## config.mk

```make
export PLATFORM = sky130hd
export DESIGN_NAME = load_store_unit
export DESIGN_NICKNAME = d
export VERILOG_FILES = /design/src/rtl/lsu_pkg.sv /design/src/rtl/lsu_load_align.sv /design/src/rtl/load_store_unit.sv
export SDC_FILE = /design/constraint.sdc
export NUM_CORES = 1
export LEC_CHECK = 0
export CAP_MARGIN = 20
export CORE_MARGIN = 3
export CORE_UTILIZATION = 47
export CTS_CLUSTER_SIZE = 25
export DETAILED_ROUTE_END_ITERATION = 12
export MAX_ROUTING_LAYER = met4
export PLACE_DENSITY_LB_ADDON = 0.3
export SYNTH_ARGS = -nofsm -noshare
export SYNTH_HDL_FRONTEND = slang
export SYNTH_SLANG_ARGS = --single-unit
```

## constraint.sdc

```tcl
create_clock -name clk -period 4.63 [get_ports clk]
set_input_delay 0.6945 -clock clk [delete_from_list [all_inputs] [get_ports clk]]
set_output_delay 0.6945 -clock clk [all_outputs]
set_load 0.05 [all_outputs]
```

## src/rtl/lsu_pkg.sv

```systemverilog
// Shared types for the load/store unit: FSM states, access sizes, byte-enable
// patterns and the store-side lane helpers.
package lsu_pkg;

    typedef enum logic [1:0] {
        IDLE = 2'd0,
        REQ  = 2'd1,
        DONE = 2'd2
    } lsu_state_e;

    typedef enum logic [1:0] {
        BYTE = 2'd0,
        HALF = 2'd1,
        WORD = 2'd2
    } lsu_size_e;

    localparam logic [3:0] BE_BYTE = 4'b0001;
    localparam logic [3:0] BE_HALF = 4'b0011;
    localparam logic [3:0] BE_WORD = 4'b1111;

    function automatic logic [3:0] byte_enables(input lsu_size_e size, input logic [1:0] off);
        case (size)
            BYTE:    byte_enables = BE_BYTE << off;
            HALF:    byte_enables = BE_HALF << {off[1], 1'b0};
            default: byte_enables = BE_WORD;
        endcase
    endfunction

    // Stores drive every lane with the datum so memory only needs the byte enables.
    function automatic logic [31:0] replicate(input lsu_size_e size, input logic [31:0] d);
        case (size)
            BYTE:    replicate = {4{d[7:0]}};
            HALF:    replicate = {2{d[15:0]}};
            default: replicate = d;
        endcase
    endfunction

endpackage

```

## src/rtl/lsu_load_align.sv

```systemverilog
// Combinational load formatter: picks the addressed byte/halfword out of the
// memory word and sign- or zero-extends it.
module lsu_load_align
    import lsu_pkg::*;
(
    input  logic [31:0] word,
    input  logic [1:0]  off,
    input  lsu_size_e   size,
    input  logic        is_unsigned,
    output logic [31:0] result
);

    logic [7:0]  lane_b;
    logic [15:0] lane_h;

    always_comb begin
        lane_b = word[7:0];
        case (off)
            2'd1:    lane_b = word[15:8];
            2'd2:    lane_b = word[23:16];
            2'd3:    lane_b = word[31:24];
            default: lane_b = word[7:0];
        endcase
        lane_h = off[1] ? word[31:16] : word[15:0];

        case (size)
            BYTE:    result = is_unsigned ? {24'd0, lane_b} : {{24{lane_b[7]}}, lane_b};
            HALF:    result = is_unsigned ? {16'd0, lane_h} : {{16{lane_h[15]}}, lane_h};
            default: result = word;
        endcase
    end

endmodule

```

## src/rtl/load_store_unit.sv

```systemverilog
// Single-outstanding data-memory load/store unit: IDLE -> REQ -> DONE with a
// bounded wait for mem_ack and a one-cycle misalign/bus-error pulse.
module load_store_unit
    import lsu_pkg::*;
#(
    parameter int TIMEOUT = 255
)
(
    input  logic        clk,
    input  logic        rst_n,
    input  logic        d_rd_e,
    input  logic        d_wr_e,
    input  logic        sb,
    input  logic        sh,
    input  logic        sw,
    input  logic        lb,
    input  logic        lh,
    input  logic        lw,
    input  logic        lbu,
    input  logic        lhu,
    input  logic [31:0] addr,
    input  logic [31:0] wdata,
    output logic [31:0] rdata,
    output logic        stall,
    output logic        misalign,
    output logic        bus_err,
    output logic        mem_req,
    output logic        mem_we,
    output logic [31:0] mem_addr,
    output logic [3:0]  mem_be,
    output logic [31:0] mem_wdata,
    input  logic        mem_ack,
    input  logic [31:0] mem_rdata
);

    // The wait ends on the REQ cycle where the counter would step onto TIMEOUT.
    localparam logic [7:0] CNT_LAST = 8'(TIMEOUT - 1);

    lsu_state_e  state;
    logic [7:0]  wait_cnt;
    lsu_size_e   ld_size;
    logic        ld_unsigned;
    logic [1:0]  ld_off;

    lsu_size_e   size_sel;
    logic        unsigned_sel;
    logic        req_in;
    logic        unaligned;
    logic        accept;
    logic [31:0] load_result;

    // Writes win over reads; within a direction, word beats half beats byte.
    always_comb begin
        size_sel     = WORD;
        unsigned_sel = 1'b0;
        if (d_wr_e) begin
            if (sw)      size_sel = WORD;
            else if (sh) size_sel = HALF;
            else if (sb) size_sel = BYTE;
        end else begin
            if (lw) begin
                size_sel = WORD;
            end else if (lh | lhu) begin
                size_sel     = HALF;
                unsigned_sel = lhu & ~lh;
            end else if (lb | lbu) begin
                size_sel     = BYTE;
                unsigned_sel = lbu & ~lb;
            end
        end
    end

    assign req_in    = d_rd_e | d_wr_e;
    assign unaligned = ((lh | lhu | sh) & addr[0]) | ((lw | sw) & (addr[1:0] != 2'b00));
    assign accept    = (state == IDLE) & req_in & ~unaligned;
    assign stall     = rst_n & (accept | (state == REQ));

    lsu_load_align u_load_align (
        .word        (mem_rdata),
        .off         (ld_off),
        .size        (ld_size),
        .is_unsigned (ld_unsigned),
        .result      (load_result)
    );

    always_ff @(posedge clk or negedge rst_n) begin
        if (!rst_n) begin
            state       <= IDLE;
            wait_cnt    <= 8'd0;
            mem_req     <= 1'b0;
            mem_we      <= 1'b0;
            mem_be      <= 4'b0000;
            mem_addr    <= 32'd0;
            mem_wdata   <= 32'd0;
            rdata       <= 32'd0;
            misalign    <= 1'b0;
            bus_err     <= 1'b0;
            ld_size     <= WORD;
            ld_unsigned <= 1'b0;
            ld_off      <= 2'b00;
        end else begin
            misalign <= 1'b0;
            bus_err  <= 1'b0;
            case (state)
                IDLE: begin
                    if (req_in && unaligned) begin
                        misalign <= 1'b1;
                        rdata    <= 32'd0;
                    end else if (accept) begin
                        state       <= REQ;
                        wait_cnt    <= 8'd0;
                        mem_req     <= 1'b1;
                        mem_we      <= d_wr_e;
                        mem_addr    <= {addr[31:2], 2'b00};
                        mem_be      <= byte_enables(size_sel, addr[1:0]);
                        mem_wdata   <= replicate(size_sel, wdata);
                        ld_size     <= size_sel;
                        ld_unsigned <= unsigned_sel;
                        ld_off      <= addr[1:0];
                    end
                end
                REQ: begin
                    if (mem_ack) begin
                        state   <= DONE;
                        mem_req <= 1'b0;
                        if (!mem_we) rdata <= load_result;
                    end else begin
                        wait_cnt <= wait_cnt + 8'd1;
                        if (wait_cnt == CNT_LAST) begin
                            state   <= DONE;
                            mem_req <= 1'b0;
                            bus_err <= 1'b1;
                            rdata   <= 32'd0;
                        end
                    end
                end
                DONE:    state <= IDLE;
                default: state <= IDLE;
            endcase
        end
    end

endmodule

```

* Word-level counts from Yosys, hierarchy flattened
Cells that the tools add are included.
Widths: inputs -> output; s select.
** Cells by class
- Reductions and logical operators :: 11
- Bitwise logic cells :: 18
- Add/subtract/negate cells :: 1
- Multiplexer cells :: 42
- Divide/modulo/power cells :: 0
- Order comparisons :: 0
- Shift operators :: 2
- $mul :: 0
- Equal/unequal tests :: 13
** Operator list (number)
- $mux 32 :: 6
- $pmux 32 s2 :: 3
- $mux 8 :: 3
- $pmux 8 s3 :: 1
- $mux 2 :: 11
- $mux 16 :: 1
- $pmux 8 s2 :: 1
- $mux 1 :: 13
- $reduce_and 4->1 :: 3
- $add 8x1->8 const B :: 1
- $eq 2x1->1 const B :: 4
- $eq 8x8->1 const B :: 1
- $pmux 4 s2 :: 1
- $and 1x1->1 :: 7
- $or 1x1->1 :: 7
- $logic_not 2->1 :: 3
- $ne 2x2->1 const B :: 3
- $reduce_and 3->1 :: 2
- $eq 2x2->1 const B :: 2
- $not 1->1 :: 4
- $pmux 2 s2 :: 1
- $reduce_bool 2->1 :: 2
- $shl 1x2->4 const A :: 1
- $shl 2x2->4 const A :: 1
- other kinds (5) :: 5
** Storage, ports and cells
- Latch bits :: 0
- Output and inout port bits :: 105
- Memories kept :: 0
- Word-level logic and storage cells :: 100
- Memory bits (read-only) :: 0
- Memory bits (writable) :: 0
- Register bits :: 117

* Longest topological paths before layout
Gate-level depths: netlist (run 1).
- Word-level depth :: 9
- Mapped depth :: 8
- Depth with buffers taken out :: 6

* Cells and area by module
From an unflattened synthesis (run 1), not the netlist that was laid out.
** Second synthesis, totals
- Cell total of the unflattened synthesis :: 560
- Area total of the unflattened synthesis :: 6067.1 um2
** Modules (own cells, without submodules)
- load_store_unit :: cells an instance 427, instances 1, area an instance 5083.6 um2, sequential area each 2929.1 um2
- lsu_load_align :: cells an instance 133, instances 1, area an instance 983.4 um2, sequential area each 0.0 um2

* Worst setup path after synthesis (run 1)
Ideal clock, no wire load.
- Path kind :: input -> output
- Start :: input port sh
- End :: output port stall
- Arrival time :: 2133 ps
- Stages on the path :: 5
- Setup slack :: 1803 ps
- Required time :: 3936 ps
- Cells stage by stage :: o31ai_1 and4b_1 clkbuf_1 clkbuf_1 o21a_1
** On the way
- Cells in the longest elaborated chain, start to end :: 7
** Ends and longest elaborated chain
- from (decl) :: line load_store_unit.sv:14 : input logic sh,
- $or 1x1->1 :: line load_store_unit.sv:74 : assign unaligned = ((lh | lhu | sh) & addr[0]) | ((lw | sw) & (addr[1:0] != 2'b00));
- $and 1x1->1 :: line load_store_unit.sv:74
- $or 1x1->1 :: line load_store_unit.sv:74
- $not 1->1 :: line load_store_unit.sv:75 : assign accept = (state == IDLE) & req_in & ~unaligned;
- $and 1x1->1 :: line load_store_unit.sv:75
- $or 1x1->1 :: line load_store_unit.sv:76 : assign stall = rst_n & (accept | (state == REQ));
- $and 1x1->1 :: line load_store_unit.sv:76
- to (decl) :: line load_store_unit.sv:24 : output logic stall,
Every way passes these cells.

* Worst setup path after layout (run 1)
- Start :: input port lh
- End :: output port stall
** On the way
- Cells in the longest elaborated chain, start to end :: 8
** Ends and longest elaborated chain
- from (decl) :: line load_store_unit.sv:17 : input logic lh,
- $or 1x1->1 (2 in series) :: line load_store_unit.sv:74
- $and 1x1->1 :: line load_store_unit.sv:74
- $or 1x1->1 :: line load_store_unit.sv:74
- $not 1->1 :: line load_store_unit.sv:75
- $and 1x1->1 :: line load_store_unit.sv:75
- $or 1x1->1 :: line load_store_unit.sv:76
- $and 1x1->1 :: line load_store_unit.sv:76
Every way passes these cells.

==> results of run 1 <==
## cells by family (layout without fill, tap and decap cells)
kind of cell	count (synthesis)	after routing	synth area share (%)
DFF	117	117	53.5
other	1	2	0.0685
adders and majority gates	2	2	0.457
buffers and inverters	51	258	4.02
xor gates and xnor gates	5	5	0.800
muxes	18	18	4.00
and+or+nand+nor	244	244	19.3
AOI/OAI and AO/OA	137	137	17.8
## critical path, stage by stage
cell,delay (ps)
clkdlybuf4s50_1,450
o31ai_1,470
and4b_4,330
o21a_1,120
clkdlybuf4s50_1,840
## cells in the mapped netlist, types with 3 or more instances
master / count
a2111oi_0: 6
a21oi_1: 11
a22o_1: 8
a2bb2oi_1: 9
a31oi_1: 28
a32o_1: 16
a32oi_1: 8
buf_2: 11
clkbuf_1: 30
dfrtp_1: 116
inv_1: 5
mux2_1: 4
mux2_2: 7
mux2_4: 5
nand2_1: 126
nand2b_1: 19
nand3_1: 20
nand4_1: 3
nor2_1: 56
nor2b_1: 3
nor3_1: 4
o21ai_0: 16
o21ai_1: 13
o22ai_1: 10
xor2_1: 3
## registers in the layout, summed over array words and instances, names as in the netlist
signal       cells
mem_wdata       32
rdata           32
mem_addr        30
wait_cnt         8
mem_be           4
ld_off           2
ld_size          2
state            2
bus_err          1
ld_unsigned      1
mem_req          1
mem_we           1
misalign         1
## through the flow
stage	setup slack [ps]	cell area, µm²
floorplan	1800	5480
global placement	1130	7630
detailed placement	1110	7640
CTS	1080	8300
global route	963	8310
finish	1020	8310
## layout make-up
cell class | count | share of cell area, %
tap | 140 | 2.11
inverter | 6 | 0.271
timing repair buffer | 221 | 26.3
sequential | 117 | 35.3
multi-input combinational | 408 | 28.1
clock inverter | 9 | 2.08
clock buffer | 22 | 5.83
## path summary, 6_finish.rpt
check | start | endpoint | slack [ps] | depth (start not counted)
worst max-delay path | lh | stall | 1020 | 5
worst min-delay path | mem_addr[18]$_DFFE_PN0P_ | mem_addr[18]$_DFFE_PN0P_ | 480 | 2
worst max register to register | ld_off[1]$_DFFE_PN0P_ | rdata[15]$_DFFE_PN0P_ | 2270 | 4
worst min register to register | mem_addr[18]$_DFFE_PN0P_ | mem_addr[18]$_DFFE_PN0P_ | 480 | 2
max in group asynchronous | rst_n | rdata[29]$_DFFE_PN0P_ | 2880 | 3
min in group asynchronous | rst_n | ld_off[0]$_DFFE_PN0P_ | 490 | 2
## layer usage
layer	share of wire, %	track usage, %	vias to the layer above	wire (µm)
met1	38	34.4	2586	6810
met4	2.3	9.90	0	408
met5	0	-	-	0
li1	-	-	2414	-
met3	10	8.22	40	1810
met2	49	45.7	286	8700
## power groups by stage
stage	Sequential [mW]	Clock [mW]	Combinational [mW]
2_1_floorplan	2.60	0	0.693
3_3_place_gp	1.61	0	2.58
3_5_place_dp	1.63	0	2.63
4_1_cts	1.62	1.46	2.65
5_1_grt	1.67	1.51	2.78
6_report	1.63	1.45	2.65
==> flow_summary.toml, run 1 <==
[yosys]
synth.cell_area_um2 = 5470
synth_warnings = 0
synth_area_leader_cell = "dfrtp_1"
ys_ff_latch = 117
synth_seq_area_share_pct = 53.5
avgSynthCellArea_um2 = 9.52
synth_edf_count = 0
ys_types = 54
synth-main-ff-cell = "dfrtp_1"
synthTopCellsByArea = "dfrtp_1 (53%), nand2_1 (8.6%), nor2_1 (3.8%)"
synth_top_area_share_pct = 53.0
synth-async-reset-ratio_pct = 100
synth_cells = 575

[floorplan]
die_x_um = 114
initial_core_util_pct = 49.2
die-area_um2 = 13000
fp.dieH_um = 114
fp-row-count = 38
ios = 214
coreArea_um2 = 11100

[sta]
fin_crit_ps = 3610
min_period_over_period_pct = 77.9
max_freq_mhz = 277
tightest_slew_ps = 1120
setup_viol = 0
rsz0062_at_grt = "false"
hold_viol = 0
slew_headroom_pct = 25.4
fin_worst_skew_ps = 11.4
hold_ws_ps = 476
finalSetupTns_ps = 0
finalMaxSlewViolations = 0

[layout]
final_common_cell = "clkdlybuf4s50_1"
n_fill_cell = 804
layout_common_cells = "clkdlybuf4s50_1 (210), nand2_1 (126), dfrtp_1 (116)"
seq_area_um2 = 2930
num_antenna_cells = 0
instances_no_fill = 923
multi_input_area_um2 = 2330
drive_gt1_share_pct = 7.41
fin_util_pct = 74.7
final_nets = 882
areaGrowthSynthToFinish_pct = 51.7

[global_route]
grt_pass1_wl_um = 28100
grt.overflow.total = 0
first_global_vias = 5545
grt_max_degree = 105
grt_usage_pct = 28.4
antenna_found_initial = 0

[routing]
wl_um = 17700
wl_per_cell_um = 19.2
drcViolationCount = 0
drt-initial-drc-count = 443
drt_pass1_iterations = 5
final_antenna_net_count = 0
vias = 5326
routed_via_density = 5.77

[worst_setup_path]
crit_fanout = 3
path_class = "input pin to output port"
start_kind = "input pin"
critical_path_arrival_ps = 2910
cp-end-kind = "output port"
cp.required_ps = 3940

[power_and_ir_drop]
p_switching_mw = 2.46
swShare_pct = 42.9
total_power_mw = 5.73
p_comb_share_pct = 46.2
internal-power_mw = 3.27
p_clk_share_pct = 25.4
power_frac_seq_pct = 28.4
max-vdd-ir-drop_v = 0.000415
powerDensity_nw_per_um2 = 689
cellLeakagePower_nw = 3.62

[clock_network]
cts_resized = 0
cts_root_buf = "clkbuf_16"
cts.clk_slew.worst_paths_ps = 50
cts_htree_levels = 4
clock_latency_ps = 410
numCtsBuffers = 17
postCtsHoldBufs = 0
post-cts-setup-buffers = 0
cts_buffer_depth = 2
cts_tree = "built"
clock-sinks = 117

[hold_path]
hold_path_class = "flop to flop"

[place]
place_hpwl_um = 12400
dp.cells = 891
gp_congestion = 0.870
io_buffers = 211

[run_status]
status = "finished clean"

[flow_run]
cap_violations = 0
No activity file was read; power rests on OpenSTA's default activity.
==> run 2, diff against run 1 <==
--- a/config.mk
+++ b/config.mk
@@ -7,7 +7,7 @@
 export LEC_CHECK = 0
 export CAP_MARGIN = 20
 export CORE_MARGIN = 3
-export CORE_UTILIZATION = 47
+export CORE_UTILIZATION = 44
 export CTS_CLUSTER_SIZE = 25
 export DETAILED_ROUTE_END_ITERATION = 12
 export MAX_ROUTING_LAYER = met4
==> constraint.sdc (replaced) <==
create_clock -name clk -period 3.6 [get_ports clk]
set_input_delay 0.54 -clock clk [delete_from_list [all_inputs] [get_ports clk]]
set_output_delay 0.54 -clock clk [all_outputs]
set_load 0.05 [all_outputs]
==> flow_summary.toml, run 2 (same netlist as run 1, synthesis figures left out) <==
[run_status]
status = "finished clean"

[sta]
finalMaxSlewViolations = 0
setup_viol = 0
finalSetupTns_ps = 0
max_freq_mhz = 386
hold_viol = 0
rsz0062_at_grt = "false"
min_period_over_period_pct = 72.0
tightest_slew_ps = 976
fin_crit_ps = 2590
fin_worst_skew_ps = 9.60
slew_headroom_pct = 34.9

[global_route]
grt_pass1_wl_um = 27300
grt_max_degree = 105
use_met1_pct = 30.1
top_usage_layer = "met2"
grt_usage_pct = 25.1
antenna_found_initial = 0
grt_use_met3_pct = 8.12
grt_use_met2_pct = 40.2
grt.overflow.total = 0
first_global_vias = 5441

[clock_network]
postCtsHoldBufs = 0
cts.clk_slew.worst_paths_ps = 60
cts_buffer_depth = 2
clock_latency_ps = 410
numCtsBuffers = 17
cts_htree_levels = 4
clock-sinks = 117
cts_root_buf = "clkbuf_16"
cts_tree = "built"
post-cts-setup-buffers = 0
cts_resized = 0

[power_and_ir_drop]
p_comb_share_pct = 46.7
internal-power_mw = 4.05
powerDensity_nw_per_um2 = 868
cellLeakagePower_nw = 3.60
power_frac_seq_pct = 28.9
p_switching_mw = 3.18
swShare_pct = 44.0
max-vdd-ir-drop_v = 0.000637
p_clk_share_pct = 24.4

[worst_setup_path]
start_kind = "input pin"
reg2reg_depth = 4
critical_path_arrival_ps = 2050
r2r-start = "ld_off[1]$_DFFE_PN0P_"
path_class = "input pin to output port"
crit_fanout = 3
r2r_setup_slack_ps = 1280
cp-end-kind = "output port"
r2r_end = "rdata[8]$_DFFE_PN0P_"
crit_start = "sh"
cp.required_ps = 3060

[routing]
wl_um = 17000
vias = 5301
drt-initial-drc-count = 503
wl_per_cell_um = 17.8
final_antenna_net_count = 0
routed_via_density = 5.56
drt_pass1_iterations = 5
drcViolationCount = 0

[floorplan]
coreArea_um2 = 12100
die-area_um2 = 13800
ios = 214
fp-row-count = 40
initial_core_util_pct = 45.2
die_x_um = 118
fp.dieH_um = 118

[layout]
n_fill_cell = 933
seq_area_um2 = 2930
num_antenna_cells = 0
multi_input_area_um2 = 2330
drive_gt1_share_pct = 7.90
layout_common_cells = "clkdlybuf4s50_1 (209), nand2_1 (126), dfrtp_1 (116)"
areaGrowthSynthToFinish_pct = 52.1
top_regs = "mem_wdata (32), rdata (32), mem_addr (30)"
instances_no_fill = 953
final_common_cell = "clkdlybuf4s50_1"
final_nets = 883

[place]
dp.cells = 921
gp_congestion = 0.844
io_buffers = 211
place_hpwl_um = 12000

[hold_path]
hold_path_class = "input pin to async pin"

[flow_run]
cap_violations = 0
==> run 2: cell type report <==
cell class,instances,area share (%)
repair buffers,222,26.5
flip-flops and latches,117,35.2
well taps,168,2.52
clock inverters,13,2.07
multi-input cells,408,28.0
clock buffers,19,5.44
inverters,6,0.270
==> run 2: worst max-delay path: stages <==
cell and delay [ps]:
clkdlybuf4s50_1 460, o31ai_1 420, and4b_4 310, o21a_1 170, buf_12 150
==> run 2: metrics by stage <==
step                util [%]  instance area, µm²  hold slack (ps)  total power, mW  worst slack [ps]
CTS                     68.8                8330              135             7.26              1000
finish                  68.8                8330              119             7.23              1010
detailed placement      63.6                7700              461             5.47               718
global placement        63.5                7690              457             5.38               827
global route            68.8                8330              169             7.56               835
floorplan                  -                5480              244             4.23              1080
==> run 2: how the worst max path moves through the flow <==
stage / end / slack [ps] / cells after the start
after floorplan: stall / 1080 / 5
after global placement: rdata[15]$_DFFE_PN0P_ / 830 / 6
after detailed placement: mem_wdata[26]$_DFFE_PN0P_ / 720 / 6
after CTS: stall / 1000 / 5
after global routing: mem_wdata[28]$_DFFE_PN0P_ / 840 / 6
final: stall / 1010 / 5
==> run 2: routing by layer <==
layer / vias up / share of wire (%)
met5: - / 0
met4: 0 / 2.1
met1: 2548 / 39
met3: 32 / 9.9
met2: 295 / 49
li1: 2426 / -
==> run 2: power groups by stage <==
stage / registers [mW] / logic (mW) / clock network [mW]
2_1_floorplan: 3.34 / 0.891 / 0
3_3_place_gp: 2.08 / 3.30 / 0
3_5_place_dp: 2.10 / 3.37 / 0
4_1_cts: 2.09 / 3.39 / 1.78
5_1_grt: 2.15 / 3.55 / 1.86
6_report: 2.09 / 3.37 / 1.77
